[config.mk]
export PLATFORM = sky130hd
export DESIGN_NAME = turret_apb_servo
export DESIGN_NICKNAME = d
export VERILOG_FILES = /design/src/rtl/turret_apb_servo.sv
export SDC_FILE = /design/constraint.sdc
export NUM_CORES = 1
export LEC_CHECK = 0
export BUFFER_PORTS_ARGS = -buffer_cell sky130_fd_sc_hd__buf_2
export CORE_ASPECT_RATIO = 0.75
export CORE_MARGIN = 2
export CORE_UTILIZATION = 58
export DETAILED_ROUTE_END_ITERATION = 10
export PLACE_DENSITY = 0.79
export SLEW_MARGIN = 0
export SYNTH_ARGS = -nofsm -noshare
export SYNTH_HDL_FRONTEND = slang
export SYNTH_SLANG_ARGS = --single-unit
[constraint.sdc]
create_clock -name FAB_CLK -period 2.7 [get_ports FAB_CLK]
set_clock_uncertainty 0.15 [all_clocks]
set_input_delay 0.54 -clock FAB_CLK [delete_from_list [all_inputs] [get_ports FAB_CLK]]
set_output_delay 0.54 -clock FAB_CLK [all_outputs]
set_load 0.005 [all_outputs]
[src/rtl/turret_apb_servo.sv]
// turret_apb_servo: APB3 completer holding the turret control registers.
// It drives two servo PWM outputs, which only change width at a frame
// boundary, and a fixed-length FIRE_OUT pulse for the trigger solenoid.
// Writes complete with zero wait states. Reads insert one wait state so
// that PRDATA comes from a register.
module turret_apb_servo #(
    parameter int PERIOD_CYCLES = 2000000,
    parameter int PW_MIN        = 100000,
    parameter int PW_MAX        = 200000,
    parameter int PW_RESET      = 150000,
    parameter int FIRE_CYCLES   = 10000000
) (
    input  logic        FAB_CLK,
    input  logic        M2F_RESET_N,
    input  logic        PSEL,
    input  logic        PENABLE,
    input  logic        PWRITE,
    input  logic [7:0]  PADDR,
    input  logic [31:0] PWDATA,
    output logic [31:0] PRDATA,
    output logic        PREADY,
    output logic        PSLVERR,
    output logic        PAN_PWM,
    output logic        TILT_PWM,
    output logic        FIRE_OUT
);

    localparam int PW_W   = 21;
    localparam int CNT_W  = (PERIOD_CYCLES > 1) ? $clog2(PERIOD_CYCLES) : 1;
    localparam int FIRE_W = $clog2(FIRE_CYCLES + 1);

    localparam logic [CNT_W-1:0]  CNT_LAST   = CNT_W'(PERIOD_CYCLES - 1);
    localparam logic [PW_W-1:0]   PW_MIN_V   = PW_W'(PW_MIN);
    localparam logic [PW_W-1:0]   PW_MAX_V   = PW_W'(PW_MAX);
    localparam logic [PW_W-1:0]   PW_RESET_V = PW_W'(PW_RESET);
    localparam logic [FIRE_W-1:0] FIRE_LOAD  = FIRE_W'(FIRE_CYCLES);

    // Register state
    logic              en_q, en_d;
    logic [PW_W-1:0]   pan_sh_q, pan_sh_d, tilt_sh_q, tilt_sh_d;
    logic [PW_W-1:0]   pan_act_q, pan_act_d, tilt_act_q, tilt_act_d;
    logic [CNT_W-1:0]  cnt_q, cnt_d;
    logic              pan_pwm_q, pan_pwm_d, tilt_pwm_q, tilt_pwm_d;
    logic              flag_q, flag_d;
    logic              fire_q, fire_d;
    logic [FIRE_W-1:0] fire_cnt_q, fire_cnt_d;
    logic [31:0]       prdata_q, prdata_d;
    logic              pready_q, pready_d;
    logic              pslverr_q, pslverr_d;

    // Bus decode
    logic [5:0]  word;
    logic        unmapped, setup, access, wr_en, rd_cap;
    logic        fire_trig, flag_w1c, run, wrap;
    logic [31:0] rdata;
    logic        unused_addr_bits;

    assign word     = PADDR[7:2];
    assign unmapped = (word > 6'd3);
    assign setup    = PSEL & ~PENABLE;
    assign access   = PSEL & PENABLE;
    // A write is accepted in its first access cycle. A read's data is captured
    // in its first access cycle, which is the wait state.
    assign wr_en    = access & PWRITE & pready_q;
    assign rd_cap   = access & ~PWRITE & ~pready_q;
    assign unused_addr_bits = ^PADDR[1:0];

    assign fire_trig = wr_en & (word == 6'd0) & PWDATA[1] & ~fire_q;
    assign flag_w1c  = wr_en & (word == 6'd3) & PWDATA[1];
    // The frame runs only while EN is set now and stays set after this edge.
    // Clearing EN therefore zeroes the counter and the outputs on the edge
    // of the write itself.
    assign run  = en_q & en_d;
    assign wrap = run & (cnt_q == CNT_LAST);

    // Saturate the full 32-bit write value into the legal pulse-width window
    function automatic logic [PW_W-1:0] clamp_pw(input logic [31:0] v);
        logic [PW_W-1:0] r;
        if (v < 32'(PW_MIN)) begin
            r = PW_MIN_V;
        end else if (v > 32'(PW_MAX)) begin
            r = PW_MAX_V;
        end else begin
            r = v[PW_W-1:0];
        end
        return r;
    endfunction

    // Read-data multiplexer; unmapped words and fields outside the map read 0
    always_comb begin
        rdata = 32'd0;
        case (word)
            6'd0:    rdata = {31'd0, en_q};
            6'd1:    rdata = {{(32-PW_W){1'b0}}, pan_sh_q};
            6'd2:    rdata = {{(32-PW_W){1'b0}}, tilt_sh_q};
            6'd3:    rdata = {30'd0, flag_q, fire_q};
            default: rdata = 32'd0;
        endcase
    end

    // Register writes: EN and the clamped pulse-width shadows
    always_comb begin
        en_d      = en_q;
        pan_sh_d  = pan_sh_q;
        tilt_sh_d = tilt_sh_q;
        if (wr_en) begin
            case (word)
                6'd0:    en_d      = PWDATA[0];
                6'd1:    pan_sh_d  = clamp_pw(PWDATA);
                6'd2:    tilt_sh_d = clamp_pw(PWDATA);
                default: ;
            endcase
        end
    end

    // Frame counter, active widths, PWM compare and frame flag
    always_comb begin
        cnt_d      = cnt_q;
        pan_act_d  = pan_act_q;
        tilt_act_d = tilt_act_q;
        pan_pwm_d  = 1'b0;
        tilt_pwm_d = 1'b0;
        if (!run) begin
            // While idle the active widths follow the shadows, so a new frame
            // starts with the latest values.
            cnt_d      = '0;
            pan_act_d  = pan_sh_q;
            tilt_act_d = tilt_sh_q;
        end else begin
            cnt_d      = wrap ? '0 : cnt_q + 1'b1;
            pan_pwm_d  = (32'(cnt_q) < 32'(pan_act_q));
            tilt_pwm_d = (32'(cnt_q) < 32'(tilt_act_q));
            if (wrap) begin
                pan_act_d  = pan_sh_q;
                tilt_act_d = tilt_sh_q;
            end
        end
        // If a wrap and a clear land on the same edge, the wrap wins.
        flag_d = flag_q;
        if (flag_w1c) begin
            flag_d = 1'b0;
        end
        if (wrap) begin
            flag_d = 1'b1;
        end
    end

    // Fire one-shot: load the counter on a trigger and drop FIRE_OUT on the last count
    always_comb begin
        fire_d     = fire_q;
        fire_cnt_d = fire_cnt_q;
        if (fire_trig) begin
            fire_d     = 1'b1;
            fire_cnt_d = FIRE_LOAD;
        end else if (fire_cnt_q != '0) begin
            fire_cnt_d = fire_cnt_q - 1'b1;
            fire_d     = (fire_cnt_q > FIRE_W'(1));
        end
    end

    // APB response: a read setup drops PREADY for the wait state; PSLVERR is
    // raised for the cycle in which PREADY is high
    always_comb begin
        pready_d  = ~(setup & ~PWRITE);
        pslverr_d = unmapped & ((setup & PWRITE) | rd_cap);
        prdata_d  = rd_cap ? rdata : prdata_q;
    end

    // State registers with asynchronous active-low reset
    always_ff @(posedge FAB_CLK or negedge M2F_RESET_N) begin
        if (!M2F_RESET_N) begin
            en_q       <= 1'b0;
            pan_sh_q   <= PW_RESET_V;
            tilt_sh_q  <= PW_RESET_V;
            pan_act_q  <= PW_RESET_V;
            tilt_act_q <= PW_RESET_V;
            cnt_q      <= '0;
            pan_pwm_q  <= 1'b0;
            tilt_pwm_q <= 1'b0;
            flag_q     <= 1'b0;
            fire_q     <= 1'b0;
            fire_cnt_q <= '0;
            prdata_q   <= 32'd0;
            pready_q   <= 1'b1;
            pslverr_q  <= 1'b0;
        end else begin
            en_q       <= en_d;
            pan_sh_q   <= pan_sh_d;
            tilt_sh_q  <= tilt_sh_d;
            pan_act_q  <= pan_act_d;
            tilt_act_q <= tilt_act_d;
            cnt_q      <= cnt_d;
            pan_pwm_q  <= pan_pwm_d;
            tilt_pwm_q <= tilt_pwm_d;
            flag_q     <= flag_d;
            fire_q     <= fire_d;
            fire_cnt_q <= fire_cnt_d;
            prdata_q   <= prdata_d;
            pready_q   <= pready_d;
            pslverr_q  <= pslverr_d;
        end
    end

    assign PRDATA   = prdata_q;
    assign PREADY   = pready_q;
    assign PSLVERR  = pslverr_q;
    assign PAN_PWM  = pan_pwm_q;
    assign TILT_PWM = tilt_pwm_q;
    assign FIRE_OUT = fire_q;

endmodule

==> results of run 1 <==
[where the power goes]
group	switching, uW	internal, uW
Sequential	86.6	2510
Clock	979	1550
Combinational	263	200
[final timing paths]
path	endpoint	slack [ps]	depth (start not counted)
setup / recovery	pan_act_q[18]$_DFFE_PN0P_	180	6
hold / removal	PREADY$_DFF_PN1_	170	2
setup reg to reg	pan_act_q[18]$_DFFE_PN0P_	180	6
hold reg to reg	fire_cnt_q[12]$_DFFE_PN0P_	340	1
max in group asynchronous	PRDATA[18]$_DFFE_PN0P_	1140	3
min in group asynchronous	PRDATA[8]$_DFFE_PN0P_	530	2
[registers in the layout, indices dropped and copies added (netlist names)]
name and flops:
fire_cnt_q 24, PRDATA 21, cnt_q 21, pan_act_q 21, pan_sh_q 21, tilt_act_q 21
tilt_sh_q 21, FIRE_OUT 1, PAN_PWM 1, PREADY 1, PSLVERR 1, TILT_PWM 1
en_q 1, flag_q 1
[cell usage in the layout (no fill, tap or decap), types with 3 or more instances in the layout]
master / synthesis / routed
xnor2_1: 12 / 12
clkinvlp_4: 0 / 6
nor2b_1: 7 / 7
or4_1: 4 / 4
buf_4: 16 / 22
mux2_2: 45 / 45
o31ai_1: 5 / 5
bufinv_16: 0 / 4
nand3_1: 21 / 21
a21oi_1: 45 / 45
dfrtp_1: 124 / 124
and4_1: 6 / 6
a22o_1: 16 / 16
nor4_1: 13 / 13
nor3_1: 16 / 15
or3_1: 3 / 3
and3_1: 4 / 4
conb_1: 1 / 11
buf_2: 2 / 67
inv_1: 49 / 49
ha_1: 44 / 44
dfstp_2: 33 / 33
nand2_1: 41 / 41
nor2_1: 90 / 90
a22oi_1: 20 / 20
a21o_1: 8 / 8
clkbuf_16: 0 / 17
o21ai_0: 24 / 24
xor2_1: 24 / 24
buf_12: 0 / 3
o211ai_1: 4 / 4
nand4_1: 21 / 21
[metrics by stage]
step	setup WS [ps]	std cells	cell area (um2)	hold slack [ps]	utilization
6_report	179.8	1030	9188	169.3	0.6985
5_1_grt	33.16	1028	9183	175.2	0.6982
4_1_cts	247.6	1028	9183	155.0	0.6982
3_5_place_dp	31.05	996	8552	327.0	0.6502
3_3_place_gp	99.49	996	8552	321.5	0.6502
2_1_floorplan	329.9	768	7956	94.41	-
[Yosys cell counts (3+ instances only)]
library cell and count:
xor2_1 24, a22oi_1 20, a21o_1 8, dfstp_2 33, a21oi_1 45, clkbuf_1 16, and4_1 6, nand3_1 21
ha_1 44, and3_1 4, nand4_1 21, a22o_1 16, nor2_1 90, nor3_1 16, nand2b_1 3, dfrtp_1 124
or3_1 3, inv_1 49, nor2b_1 7, nor4_1 13, o211ai_1 4, buf_4 16, nand2_1 41, o31ai_1 5
or4_1 4, o21ai_0 24, xnor2_1 12, mux2_2 45
[per-layer routing]
layer  vias up  global-route usage
met5         -                   0
met4         0             0.09957
met3        34             0.06599
met2       256              0.4479
met1      3175              0.3866
li1       2863                   -
[kinds of logic after synthesis]
family	synth area share
DFF	0.5013
xor gates and xnor gates	0.03982
and+or+nand+nor	0.1561
muxes	0.06399
AOI/OAI and AO/OA	0.1206
adders and majority gates	0.06952
other	0.0004736
buffers and inverters	0.04819
[layout make-up]
class                           count  share of cell area
Tap cell                          171             0.02329
Multi-Input combinational cell    526              0.3932
Clock buffer                       18             0.04671
Antenna cell                        2           0.0005447
Clock inverter                     13             0.02084
Sequential cell                   157              0.4321
Timing Repair Buffer               94             0.06333
Inverter                           49             0.02002
[critical path: cells and delay by family (launching register included)]
kind	cells	cell delay (ps)
buf+inv	1	260
simple gates	4	1130
flops	1	450
mux	1	380
==> results.md, run 1 <==
- In this run the worst path has a maximum fanout of 47.
- For the pin with the worst max-slew slack, the measured transition is about 760 ps.
- In this run, CTS created clock tree buffers numbering 17.
- The final number of setup-violating endpoints is 0.
- The post-CTS repair timing setup buffer count is 0.
- The TritonCTS clock tree is done.
- Once detail routing completed, the nets flagged for antenna violations numbered 0.
- The count of flip-flops with a built-in enable after synthesis is 0.
- The leading area contributor after synthesis is dfrtp_1.
- The period utilization is 0.9334.
- The met2 wire length is about 9.4 mm.
- The area growth from synthesis to layout is 16.02%.
- The storage element area is between 3000 and 4000 um2.
- The design draws ~5600 uW.
- The signal on the critical path passes through nand3_1 -> nor4b_1 -> nand4_1 -> nand2b_2 -> buf_12 -> mux2_2.
- The depth of the CTS H-tree is 4.
- In this run the critical register-to-register path is launched from cnt_q[17]$_DFF_PN0_.
- The initialized floorplan defines 36 standard-cell rows.
- For this run, design rule violations remaining after detail routing come to 0.
- The critical path is of the flop to flop type.
- The final max-slew violation count is 0.
- The initial antenna violation count came to 2.
- The data required time at the worst endpoint is 2850 ps.
- The number of hold buffers added after CTS was 1.
- The highest metal layer with signal wires is met4.
- The pin count of the biggest net entering global routing is 62.
- Setup repair after global routing left no endpoint under its margin.
- Routability-driven placement finished with a final weighted congestion of 0.8866.
- The total of cells resized after clock tree synthesis is 0.
- The via count of the first global-routing pass is ~6400.
- For this run, the total global-route usage over all layers was measured as 0.2833.
- STA classifies the critical path startpoint as a flop.
- The clock transition at the register clock pins on the worst setup and hold paths after CTS is roughly 70 ps.
- The startpoint of the most critical setup path is cnt_q[17]$_DFF_PN0_.
- The floorplan step set the die height to ~110 um.
- The total negative slack for setup checks is 0 ps.
- During synthesis, Yosys emitted a total of 0 warnings.
- The total routed wirelength is 19.88 mm.
- The first TritonRoute pass finished after 6 iterations.
- The die is roughly 140 um wide.
- In the final design database the tool counted roughly 930 nets.
- At the worst endpoint, the arrival time is approximately 2700 ps.
- The fraction of registers with async set/reset is 1.000.
- The multi-input combinational cells in the finished layout cover a total of 3612 um2.
- The routed via count divided by cell count is 6.144.
- The clock latency at the later pin of the worst-skew pair is 420 ps.
- The flow ran to the end, and the final reports show no timing, DRC or antenna violations.
- The core region is approximately 13000 um2.
- The die footprint is about 15000 um2.
- The main flop type after synthesis is dfrtp_1.
- The maximum frequency from static timing analysis is approximately 400 MHz.
- Detailed routing placed a total of 1.539 mm of wire on met3.
- The share of Yosys cell area claimed by the top area cell type is 0.3918.
- The maximum cell stage delay along the critical path is around 450 ps.
- Counting I/O delays and the setup requirement, the final critical path takes between 2000 and 3000 ps.
- The starting density of the core is 0.6021.
- By area the synthesized netlist is led by dfrtp_1 39%, dfstp_2 11%, ha_1 7.0%, mux2_2 6.4%, nor2_1 4.3%.
- The sort of element at the end of the critical path is a flop.
- The critical-path cell with the highest stage delay is dfrtp_1.
- The final-layout fill cell count is approximately 950.
- Headroom to the max-slew limit came out at 0.4947.
- For this run, the register share of the synthesized area comes to 0.5013.
- Counting every instance in the synthesized netlist gives between 700 and 800.
- The starting DRC count in detailed routing is 510.
- The first global-routing pass estimated 32.81 mm of wire.
- The mean instance size in the synthesized netlist is between 10 and 15 um2.
- roughly 80 I/O pins were placed.
- The number of synthesized register bits is around 160.
- In this run the worst hold path is classified as input pin to flop.
- After detailed routing, the wire length on met1 is ~8.5 mm.
- The count of buffers added on input and output ports is 68.
- The number of distinct standard cells referenced by the synthesized netlist is between 50 and 60.
- The startpoint identified for the worst hold timing path is PSEL.
- For this design the ratio of total power to cell area is approximately 600 nW/um2.
- The max-cap violation count is 0.
- The proportion of layout cells with a drive suffix above 1 is 0.2450.
- The peak supply drop is slightly below 0.0006 V.
- The post-synthesis instance area is 7919 um2.
- The leakage component of the power is around 0.0040 uW.
- The CTS sink count is 157.
- Summed over all nets, the half-perimeter wirelength after detailed placement is roughly 14 mm.
- The number of hold violations in the final report came to 0.
- For this run the aggregate overflow at the end of global routing stands at 0.
- Dividing the detail-routed wire length by the instance count gives roughly 19 um.
- The root buffer cell chosen for the clock tree is clkbuf_16.
- In this run the deepest clock path goes through 2 buffers.
- The detailed router placed between 6000 and 7000 vias in this run.
(Power assumes the default switching activity.)
==> run 2, diff against run 1 <==
--- a/config.mk
+++ b/config.mk
@@ -7,7 +7,7 @@
 export LEC_CHECK = 0
 export BUFFER_PORTS_ARGS = -buffer_cell sky130_fd_sc_hd__buf_2
 export CORE_ASPECT_RATIO = 0.75
-export CORE_MARGIN = 2
+export CORE_MARGIN = 8
 export CORE_UTILIZATION = 58
 export DETAILED_ROUTE_END_ITERATION = 10
 export PLACE_DENSITY = 0.79
==> results.md, run 2 (synthesized netlist as in run 1, its figures left out) <==
- The proportion of layout cells with a drive suffix above 1 is 0.2474 (+0.002334).
- The maximum cell stage delay along the critical path is 650 ps (+200 ps).
- The CTS sink count is 157 (unchanged).
- Setup repair after global routing left no endpoint under its margin.
- The worst-case clock buffer depth is 2 (unchanged).
- The power density relative to cell area came to 588.5 nW/um2 (-3.2%).
- The worst register-to-register path begins at PREADY$_DFF_PN1_.
- The number of DRC violations after detailed routing came to 0 (unchanged).
- The top fanout value on the critical path is 9 (-81%).
- The via count of the first global-routing pass is 6459 (+1.2%).
- The pin count of the biggest net entering global routing was 72 (+16%).
- The number of flip-flops under the largest register name is 24 (unchanged).
- The placer's final routability congestion estimate came to 0.9532 (+7.5%).
- The width of the chip is 150.9 um (+8.6%).
- STA classifies the critical path startpoint as a flop.
- The area growth from synthesis to layout is 15.04%.
- The peak supply drop came to 0.0004559 V (-23%).
- The critical setup path kind is flop to flop.
- The final standard cell area without fillers is 9110 um2 (-0.84%).
- The starting DRC count in detailed routing is 495 (-2.9%).
- The height of the die is 117.2 um (+11%).
- The total routed wirelength is 20.34 mm (+2.3%).
- The count of buffers from port buffering is 68 (unchanged).
- The library cells used most frequently in the layout, excluding fill and tap cells, are 124 x dfrtp_1, 90 x nor2_1, 67 x buf_2.
- The max-cap violation count came to 0 (unchanged).
- The final number of setup-violating endpoints is 0 (unchanged).
- The number of buffers created by CTS is 17 (unchanged).
- The clock latency at the later pin of the worst-skew pair is 420 ps (about the same).
- Walking the worst path, the cells encountered are and4_1 -> and3_1 -> a32oi_1 -> nor2_1 -> a22o_1.
- The most common cell after layout, fill and taps aside is dfrtp_1.
- The post-CTS repair timing setup buffer count is 0 (unchanged).
- The data required time at the worst endpoint was 2910 ps (+60 ps).
- The number of hold violations in the final report is 29 (+29).
- The worst setup slack before clock tree synthesis is -74.71 ps (-105.8 ps).
- TritonCTS built the clock tree.
- The total placed cells including tap cells is 1000 (+0.40%).
- The worst slew margin relative to its limit is 0.4760 (-0.01870).
- The leakage component of the power is 0.004033 uW (-0.37%).
- The die footprint is 17690 um2 (+21%).
- The most critical setup path has its startpoint at PREADY$_DFF_PN1_.
- The placed wire-length estimate after detailed placement is 15.07 mm (+4.4%).
- The count of antenna-violating nets left after detailed routing is 0 (unchanged).
- The initial antenna violation count is 1 (-1).
- The count of buffer and inverter cells on the critical path came to 0 (-1).
- The clock transition at the register clock pins on the worst setup and hold paths after CTS came to 70 ps (about the same).
- The gate family responsible for the most delay along the worst path is simple AND/OR/NAND/NOR gates.
- The worst endpoint data arrival time is 2680 ps (about the same).
- The depth of the CTS H-tree is 4 (unchanged).
- The minimum clock period after layout is 2475 ps (-45.44 ps).
- The final max-slew violation count is 0 (unchanged).
- The final standard cell count with taps included and fillers excluded is 1033 (+0.29%).
- The wire length of the first global-routing pass is 32.89 mm (+0.23%).
- The critical-path cell with the highest stage delay is nor2_1.
- The routed wirelength normalized by instance count is 19.69 um (+2.0%).
- The routed via count divided by cell count is 6.167 (+0.39%).
- The all-layer global routing usage came to 0.2414 (-0.04196).
- The total of cells resized after clock tree synthesis came to 0 (unchanged).
- The total global routing overflow is 0 (unchanged).
- The checks that failed: hold timing.
- The cell area after placement was 8544 um2 (about the same).
- The number of hold-repair buffers added at the cts stage is 0 (-1).
- More flip-flops sit in one register than any other, and that register is fire_cnt_q.
- The number of top-level pins was 82 (unchanged).
- The starting density of the core is 0.5858 (-0.01627).
- The post-layout worst setup margin is 225.2 ps (+45.44 ps).
- The class of the tightest hold or removal check is input pin to async pin.
- The sort of element at the end of the critical path is a flop.
- The placeable core area is 13520 um2 (+2.8%).
- The maximum frequency from static timing analysis came to 404.1 MHz (+1.8%).
- The final hold slack is -12.75 ps (-182.1 ps).
- The number of core rows is 37 (+2.8%).
- The worst-margin pin slew came to 783.1 ps (+27.95 ps).
- The number of iterations in the first detailed-routing pass was 6 (unchanged).
- The count of nets after finishing is 933 (-0.11%).
- The run finished, with violations left.
- The cell sitting at the root of the clock tree is a clkbuf_16.
- The period utilization was 0.9166 (-0.01683).
- The vias after detailed routing is 6371 (+0.68%).
-- run 2: changes by cell type in the layout (fill, tap and decap cells not counted) --
cell / previous run / this run
dlygate4sd3_1: 1 / 0
inv_6: 2 / 5
clkinv_4: 1 / 2
diode_2: 2 / 1
clkinv_2: 0 / 4
clkinvlp_4: 6 / 2
bufinv_16: 4 / 1
inv_8: 0 / 1
buf_4: 22 / 23
clkbuf_1: 1 / 0
buf_12: 3 / 2
-- run 2: worst paths after layout --
check | slack, ps | cells past startpoint | to
setup reg to reg | 230 | 5 | tilt_sh_q[1]$_DFFE_PN0P_
hold reg to reg | 340 | 1 | fire_cnt_q[12]$_DFFE_PN0P_
hold / removal | -10 | 1 | PRDATA[17]$_DFFE_PN0P_
setup / recovery | 230 | 5 | tilt_sh_q[1]$_DFFE_PN0P_
max in group asynchronous | 1640 | 2 | tilt_act_q[11]$_DFFE_PN1P_
min in group FAB_CLK | 180 | 2 | PREADY$_DFF_PN1_
-- run 2: per-stage QoR --
step / total power, uW / utilization / TNS [ps]
6_report: 5361 / 0.6739 / 0
3_3_place_gp: 3064 / 0.6321 / 0
5_1_grt: 5562 / 0.6739 / 0
3_5_place_dp: 3089 / 0.6321 / -999.2
4_1_cts: 5384 / 0.6737 / 0
2_1_floorplan: 2840 / - / 0
-- run 2: final cells by class --
class | instances | area, um2
Multi-Input combinational cell | 526 | 3612
Tap cell | 175 | 219.0
Antenna cell | 1 | 2.502
Inverter | 49 | 183.9
Clock inverter | 15 | 137.6
Timing Repair Buffer | 93 | 559.3
Sequential cell | 157 | 3970
Fill cell | 1002 | 4408
Clock buffer | 17 | 425.4
-- run 2: power breakdown --
part           total [uW]  switching [uW]  internal, uW
logic                 460             262           198
clock network        2300            1020          1280
registers            2600            89.1          2510
-- run 2: per-layer routing --
layer | part of all wire | global-route usage | up-vias | routed length, um
met3 | 0.10 | 0.08337 | 39 | 2103
met4 | 0.018 | 0.07101 | 0 | 365
met5 | 0 | 0 | - | 0
met2 | 0.46 | 0.3772 | 286 | 9263
met1 | 0.42 | 0.3141 | 3182 | 8612
li1 | - | - | 2864 | -
-- run 2: worst register-to-register path, cell delays in order (launching register included) --
cell and delay [ps]:
dfstp_2 560, and4_1 380, and3_1 290, a32oi_1 150, nor2_1 650, a22o_1 240
